--- src/rtl/mem_arbiter.sv ---
// Two-requester arbiter onto one memory port: IDLE/BUSY/DONE FSM, registered read data, one-cycle ack, timeout abort.
// Build option: define ARB_ROUND_ROBIN_EN for round-robin on contention; default is fixed port-0 priority.
module mem_arbiter #(
  parameter int ADDR_W         = 32,
  parameter int DATA_W         = 32,
  parameter int TIMEOUT_CYCLES = 64
) (
  input  logic              clk,
  input  logic              reset,
  input  logic              req0,
  input  logic              we0,
  input  logic [ADDR_W-1:0] addr0,
  input  logic [DATA_W-1:0] wdata0,
  output logic [DATA_W-1:0] rdata0,
  output logic              ack0,
  input  logic              req1,
  input  logic              we1,
  input  logic [ADDR_W-1:0] addr1,
  input  logic [DATA_W-1:0] wdata1,
  output logic [DATA_W-1:0] rdata1,
  output logic              ack1,
  output logic              err,
  output logic              mem_req,
  output logic              mem_we,
  output logic [ADDR_W-1:0] mem_addr,
  output logic [DATA_W-1:0] mem_wdata,
  input  logic [DATA_W-1:0] mem_rdata,
  input  logic              mem_ready,
  output logic              gnt
);
  localparam logic [7:0] TMO_LAST = 8'(TIMEOUT_CYCLES - 1);

  typedef enum logic [1:0] {IDLE = 2'd0, BUSY = 2'd1, DONE = 2'd2} state_t;

  state_t            state, state_nxt;
  logic              gnt_nxt;
  logic [7:0]        cnt, cnt_nxt;
  logic              ack0_nxt, ack1_nxt, err_nxt;
  logic              rd_ld;
  logic [DATA_W-1:0] rd_val;
`ifdef ARB_ROUND_ROBIN_EN
  logic              last_gnt, last_gnt_nxt;
`endif

  function automatic logic [7:0] sat_inc(input logic [7:0] v);
    return (v == 8'hFF) ? v : v + 8'd1;
  endfunction

  always_comb begin
    state_nxt = state;
    gnt_nxt   = gnt;
    cnt_nxt   = cnt;
    ack0_nxt  = 1'b0;
    ack1_nxt  = 1'b0;
    err_nxt   = 1'b0;
    rd_ld     = 1'b0;
    rd_val    = mem_rdata;
    mem_req   = 1'b0;
    mem_we    = 1'b0;
    mem_addr  = gnt ? addr1 : addr0;
    mem_wdata = gnt ? wdata1 : wdata0;
`ifdef ARB_ROUND_ROBIN_EN
    last_gnt_nxt = last_gnt;
`endif
    case (state)
      IDLE: begin
        if (req0 | req1) begin
`ifdef ARB_ROUND_ROBIN_EN
          gnt_nxt = (req0 & req1) ? ~last_gnt : ~req0;
`else
          gnt_nxt = ~req0;
`endif
          cnt_nxt   = 8'd0;
          state_nxt = BUSY;
        end
      end
      BUSY: begin
        // Gate with reset so the memory sees the request drop the instant reset rises.
        mem_req = ~reset;
        mem_we  = ~reset & (gnt ? we1 : we0);
        if (mem_ready) begin
          rd_ld     = 1'b1;
          ack0_nxt  = ~gnt;
          ack1_nxt  = gnt;
          state_nxt = DONE;
        end else if (cnt == TMO_LAST) begin
          rd_ld     = 1'b1;
          rd_val    = '0;
          ack0_nxt  = ~gnt;
          ack1_nxt  = gnt;
          err_nxt   = 1'b1;
          state_nxt = DONE;
        end else begin
          cnt_nxt = sat_inc(cnt);
        end
      end
      DONE: begin
`ifdef ARB_ROUND_ROBIN_EN
        last_gnt_nxt = gnt;
`endif
        state_nxt = IDLE;
      end
      default: state_nxt = IDLE;
    endcase
  end

  always_ff @(posedge clk or posedge reset) begin
    if (reset) begin
      state <= IDLE;
      gnt   <= 1'b0;
      cnt   <= 8'd0;
      ack0  <= 1'b0;
      ack1  <= 1'b0;
      err   <= 1'b0;
`ifdef ARB_ROUND_ROBIN_EN
      last_gnt <= 1'b1;
`endif
    end else begin
      state <= state_nxt;
      gnt   <= gnt_nxt;
      cnt   <= cnt_nxt;
      ack0  <= ack0_nxt;
      ack1  <= ack1_nxt;
      err   <= err_nxt;
`ifdef ARB_ROUND_ROBIN_EN
      last_gnt <= last_gnt_nxt;
`endif
    end
  end

  // Read-data capture for the granted port; the other port holds its value.
  always_ff @(posedge clk or posedge reset) begin
    if (reset) begin
      rdata0 <= '0;
      rdata1 <= '0;
    end else if (rd_ld) begin
      if (gnt) rdata1 <= rd_val;
      else     rdata0 <= rd_val;
    end
  end
endmodule

--- config.mk ---
export PLATFORM = sky130hd
export DESIGN_NAME = mem_arbiter
export DESIGN_NICKNAME = d
export VERILOG_FILES = /design/src/rtl/mem_arbiter.sv
export SDC_FILE = /design/constraint.sdc
export NUM_CORES = 1
export LEC_CHECK = 0
export CORE_AREA = 5 5 113 115
export CTS_CLUSTER_SIZE = 10
export DETAILED_ROUTE_END_ITERATION = 8
export DIE_AREA = 0 0 118 120
export PLACE_DENSITY = 0.85
export SETUP_SLACK_MARGIN = 0.1
export SLEW_MARGIN = 20
export SYNTH_ARGS = -nofsm -noshare
export SYNTH_HDL_FRONTEND = slang
export SYNTH_SLANG_ARGS = --single-unit
--- constraint.sdc ---
create_clock -name clk -period 4.1 [get_ports clk]
set_input_delay 0.615 -clock clk [delete_from_list [all_inputs] [get_ports clk]]
set_output_delay 0.615 -clock clk [all_outputs]
set_load 0.02 [all_outputs]
==> results of run 1 <==
path summary, 6_finish.rpt:
path,from,endpoint
hold / removal,rdata0[12],rdata0[12]
max in group asynchronous,reset,rdata0[6]
setup reg to reg,state[1],rdata0[31]
setup / recovery,gnt,mem_wdata[20]
min in group asynchronous,reset,err
hold reg to reg,rdata0[12],rdata0[12]
routing by layer:
layer	GRT usage (%)	vias to the layer above
met4	7.03	0
met2	38.0	231
met3	6.31	22
met1	24.4	1979
li1	-	1775
met5	0	-
state kept, by name (all words and copies together), names as in the netlist:
signal / count
rdata0: 32
rdata1: 32
cnt: 8
state: 2
ack0: 1
ack1: 1
err: 1
gnt: 1
kinds of logic after synthesis:
group / after synthesis / synth area share, %
AOI/OAI and AO/OA: 93 / 21.8
DFF: 78 / 50.4
muxes: 65 / 18.9
buffers and inverters: 33 / 4.68
and+or+nand+nor: 28 / 4.04
adders and majority gates: 1 / 0.323
placed cells by master, fill, tap and decap left out, types with 3 or more instances in the layout:
master           instances
o21ai_0                  7
clkinv_2                 3
clkdlybuf4s50_1        299
a21oi_1                  6
mux2_2                  64
nand3_1                  4
and3_1                   3
dfrtp_1                 77
a31oi_1                  3
a32o_1                  65
nand2_1                  3
buf_4                    6
clkbuf_16                9
nor2_1                   8
cell type report:
class | instances | share of cell area, %
tap | 147 | 2.55
clock buffer | 12 | 3.42
inverter | 3 | 0.191
multi-input combinational | 187 | 24.2
timing repair buffer | 305 | 42.2
sequential | 78 | 27.1
clock inverter | 4 | 0.313
power groups by stage:
stage	clock [W]	sequential, W	combinational (W)
after floorplan	0	0.00164	0.00118
after global placement	0	0.00128	0.00284
after global routing	0.000760	0.00133	0.00304
after detailed placement	0	0.00130	0.00291
final	0.000717	0.00129	0.00290
after CTS	0.000727	0.00129	0.00292
through the flow:
stage	power, W	hold slack, ns
2_1_floorplan	0.00282	0.465
3_3_place_gp	0.00412	0.474
3_5_place_dp	0.00421	0.481
4_1_cts	0.00494	0.494
5_1_grt	0.00513	0.505
6_report	0.00491	0.490
==> results.sh, run 1 <==
export IMPL_status="completed"
export IMPL_synth_edf_count=0
export IMPL_wire_per_inst_um=21.7
export IMPL_worst_setup_path_start_kind="flip-flop"
export IMPL_p_leak_nw=2.86
export IMPL_ios=301
export IMPL_min_path_cells=1
export IMPL_cp_required_ns=3.48
export IMPL_wl_met3_mm=1.45
export IMPL_switching_power_w=0.00191
export IMPL_fmax_mhz=329
export IMPL_slew_viol_final=0
export IMPL_hold_path_class="flip-flop to flip-flop"
export IMPL_syn_avg_cell_area_um2=13.0
export IMPL_syn_inst=298
export IMPL_p_sw_share_pct=38.9
export IMPL_power_frac_comb_pct=59.0
export IMPL_power_frac_clock_pct=14.6
export IMPL_rr_worst_depth=5
export IMPL_grt_max_degree=70
export IMPL_cts_max_level=3
export IMPL_fin_setup_tns_ns=0
export IMPL_synth_seq_area_share_pct=50.4
export IMPL_drtIter0Drc=475
export IMPL_clockBufferDepth=2
export IMPL_power_density_nw_per_um2=681
export IMPL_ys_ff_latch=78
export IMPL_critPathSlowestCell="buf_4"
export IMPL_rsz0062_at_grt="false"
export IMPL_cp_end_kind="output port"
export IMPL_path_class="flip-flop to output port"
export IMPL_synth_top_flop_cell="dfrtp_1"
export IMPL_final_util_pct=61.5
export IMPL_cts_setup_buffers=0
export IMPL_clock_skew_ns=0.00577
export IMPL_synth_distinct_cells=32
export IMPL_synth_top_area_share_pct=50.4
export IMPL_synth_top_cells_by_count="dfrtp_1 (78), a32o_1 (65), mux2_2 (64)"
export IMPL_p_int_w=0.00300
export IMPL_cts_buffers=9
export IMPL_yosysTopAreaCell="dfrtp_1"
export IMPL_crit_chain="buf_4 > mux2_2 > clkdlybuf4s50_1"
export IMPL_start_util_pct=33.1
export IMPL_crit_family="buffers and inverters"
export IMPL_period_share_pct=74.2
export IMPL_core_um2=11700
export IMPL_place_hpwl_mm=12.4
export IMPL_wl_met2_mm=8.39
export IMPL_top_layer_used="met4"
export IMPL_globalRouteTotalUtil_pct=21.3
export IMPL_slew_headroom_pct=41.2
export IMPL_async_flop_share_pct=100
export IMPL_max_stage_delay_ns=0.64
export IMPL_ant_nets=0
export IMPL_dpl_cell_area_um2=6930
export IMPL_path_max_fanout=69
export IMPL_r2r_slack_ns=1.90
export IMPL_yosysWarnings=0
export IMPL_preCtsSetupSlack_ns=1.41
export IMPL_die_area_um2=14200
export IMPL_stdcell_count=736
export IMPL_synthTopCellsByArea="dfrtp_1 (50%), mux2_2 (19%), a32o_1 (17%)"
export IMPL_drt_total_wl_mm=16.0
export IMPL_clk_pin_slew_ns=0.06
export IMPL_period_needed_ns=3.04
export IMPL_diodes=0
export IMPL_syn_num_nets=466
export IMPL_drc=0
export IMPL_routabilityCongestion=0.910
export IMPL_insertion_delay_ns=0.33
export IMPL_multi_input_area_um2=1740
export IMPL_drt_met1_wl_mm=5.84
export IMPL_grt_pass1_vias=4225
export IMPL_final_area_um2=7200
export IMPL_finalSetupViolCount=0
export IMPL_ctsHoldBuffers=0
export IMPL_clockRootBuffer="clkbuf_16"
export IMPL_synth_most_common_cell="dfrtp_1"
export IMPL_firstDrtPassIters=5
export IMPL_viasPerCell=5.44
export IMPL_vdd_drop_max_uv=468
export IMPL_rows=40
export IMPL_antenna_found_initial=0
export IMPL_hold_violations=0
export IMPL_worstPathArrival_ns=2.43
export IMPL_grt_pass1_wl_mm=24.1
export IMPL_critPathBufInv=2
export IMPL_seq_area_um2=1950
export IMPL_area_growth_pct=85.8
export IMPL_grt_ovfl_total=0
export IMPL_seq_power_share_pct=26.4
export IMPL_die_y_um=120
export IMPL_drive_gt1_share_pct=15.3
export IMPL_cts_tree="done"
export IMPL_io_buffer_count=300
export IMPL_numClockSinks=78
export IMPL_vias=4007
export IMPL_synth_area_um2=3880
export IMPL_n_fill_cell=905
export IMPL_nNetsFinal=752
export IMPL_setup_slack_ns=1.06
export IMPL_maxCapViolations=0
export IMPL_die_x_um=118
export IMPL_post_cts_resized=0
export IMPL_cp_depth=3
export IMPL_worst_pin_slew_ns=0.883
export IMPL_dp_cells=720
No activity file was read; power rests on OpenSTA's default activity.
==> run 2: changes to the inputs <==
Settings changed: CORE_AREA 5 5 113 115 to not set, CORE_MARGIN set to 5, CORE_UTILIZATION set to 31, DIE_AREA 0 0 118 120 to not set, PLACE_DENSITY 0.85 to 0.83.
Clock period 4.1 ns to 2.6 ns, I/O delays scaled along.
==> run 2 against run 1 <==
Against the previous run: register-to-register slack got worse by 1.3 ns; first-iteration DRC count fell by 37%; sequential cell count did not move; count of clock-buffer cells in the layout fell by 1; non-clock buffer count rose by 13; sequential power rose by 57%; power rose by 63%; largest power group unchanged; die area rose by 4.8%.
==> results.sh, run 2 (synthesis results as in run 1) <==
export IMPL_status="completed"
export IMPL_rsz0062_at_grt="false"
export IMPL_p_int_w=0.00499
export IMPL_core_um2=12100
export IMPL_drt_total_wl_mm=16.0
export IMPL_slew_headroom_pct=67.0
export IMPL_grt_pass1_vias=4366
export IMPL_cp_end_kind="output port"
export IMPL_grt_max_degree=79
export IMPL_final_common_cell="clkdlybuf4s50_1"
export IMPL_final_util_pct=61.0
export IMPL_preCtsSetupSlack_ns=0.367
export IMPL_p_sw_share_pct=37.7
export IMPL_ant_nets=0
export IMPL_period_share_pct=92.1
export IMPL_seq_power_share_pct=25.3
export IMPL_firstDrtPassIters=5
export IMPL_stdcell_count=769
export IMPL_slew_viol_final=0
export IMPL_reg_top3="rdata0 (32), rdata1 (32), cnt (8)"
export IMPL_grt_pass1_wl_mm=23.8
export IMPL_path_max_fanout=15
export IMPL_power_frac_comb_pct=59.5
export IMPL_period_needed_ns=2.40
export IMPL_clockBufferDepth=2
export IMPL_numClockSinks=78
export IMPL_cts_max_level=3
export IMPL_viasPerCell=5.22
export IMPL_die_x_um=122
export IMPL_cts_buffers=9
export IMPL_final_area_um2=7390
export IMPL_cp_required_ns=2.21
export IMPL_fin_setup_tns_ns=0
export IMPL_ios=301
export IMPL_fmax_mhz=417
export IMPL_drc=0
export IMPL_power_density_nw_per_um2=1080
export IMPL_place_hpwl_mm=12.5
export IMPL_n_fill_cell=952
export IMPL_worst_setup_path_start_kind="flip-flop"
export IMPL_vias=4012
export IMPL_area_growth_pct=90.7
export IMPL_clock_skew_ns=0.00472
export IMPL_met2_usage_pct=37.0
export IMPL_most_common_layout_cells="clkdlybuf4s50_1 (299), dfrtp_1 (77), a32o_1 (65)"
export IMPL_clk_pin_slew_ns=0.06
export IMPL_dp_cells=751
export IMPL_routabilityCongestion=0.884
export IMPL_diodes=0
export IMPL_globalRouteTotalUtil_pct=20.6
export IMPL_dpl_cell_area_um2=7070
export IMPL_switching_power_w=0.00303
export IMPL_ctsHoldBuffers=0
export IMPL_cts_tree="done"
export IMPL_rows=40
export IMPL_drtIter0Drc=301
export IMPL_nNetsFinal=765
export IMPL_setup_slack_ns=0.204
export IMPL_use_met3_pct=6.59
export IMPL_worst_pin_slew_ns=0.492
export IMPL_insertion_delay_ns=0.33
export IMPL_grt_ovfl_total=0
export IMPL_gr_max_usage_layer="met2"
export IMPL_use_met1_pct=23.0
export IMPL_die_y_um=122
export IMPL_path_class="flip-flop to output port"
export IMPL_start_util_pct=32.0
export IMPL_p_leak_nw=2.95
export IMPL_maxCapViolations=0
export IMPL_power_frac_clock_pct=15.2
export IMPL_clockRootBuffer="clkbuf_16"
export IMPL_hold_path_class="flip-flop to flip-flop"
export IMPL_die_area_um2=14800
export IMPL_drive_gt1_share_pct=17.1
export IMPL_hold_violations=0
export IMPL_io_buffer_count=300
export IMPL_wire_per_inst_um=20.7
export IMPL_worstPathArrival_ns=2.01
export IMPL_antenna_found_initial=0
export IMPL_vdd_drop_max_uv=460
export IMPL_finalSetupViolCount=0
==> run 2: cell types whose count changed in the layout (fill, tap and decap cells not counted), sizes merged <==
cell | before | now
bufinv | 0 | 1
buf | 6 | 19
clkinv | 3 | 2
clkbuf | 12 | 11
==> run 2: final timing paths <==
path                       cells after the start         end  slack [ns]       start
setup / recovery                               5      mem_we        0.20         gnt
hold / removal                                 1  rdata1[25]        0.49  rdata1[25]
setup reg to reg                               6  rdata0[10]        0.63      cnt[0]
hold reg to reg                                1  rdata1[25]        0.49  rdata1[25]
max in group asynchronous                      3         gnt        1.73       reset
min in group asynchronous                      3    state[0]        0.52       reset
==> run 2: power groups by stage <==
stage,sequential [W],clock [W],combinational [W]
floorplan,0.00259,0,0.00185
global placement,0.00208,0,0.00458
detailed placement,0.00210,0,0.00467
CTS,0.00203,0.00124,0.00483
global route,0.00210,0.00130,0.00501
finish,0.00203,0.00122,0.00477
==> run 2: metal layers <==
layer / vias up / wire (µm)
li1: 1798 / -
met4: 0 / 401
met1: 1990 / 5690
met2: 200 / 8520
met3: 24 / 1340
met5: - / 0
==> run 2: repair_timing <==
action | CTS | global route
setup endpoints to repair | 55 | 0
gates resized for setup | 1 | 0
setup buffers | 3 | 0
==> run 2: layout make-up <==
cell class	instances	area [µm²]	share of cell area (%)
inverters	3	11.3	0.152
multi-input cells	187	1740	23.6
flip-flops and latches	78	1960	26.5
clock buffers	11	243	3.28
repair buffers	318	3180	43.1
clock inverters	4	47.5	0.643
well taps	168	210	2.84
==> run 2: worst max-delay path, cell delays in order, from the launching register on <==
cell	delay (ns)
dfrtp_4	0.49
buf_12	0.15
buf_12	0.15
mux2i_1	0.12
nor3_1	0.13
clkdlybuf4s50_1	0.63
==> run 2: metrics by stage <==
step                      total power [W]  hold WS [ns]
final                             0.00802         0.488
after global routing              0.00841         0.501
after CTS                         0.00810         0.483
after detailed placement          0.00677         0.480
after global placement            0.00666         0.473
after floorplan                   0.00445         0.465
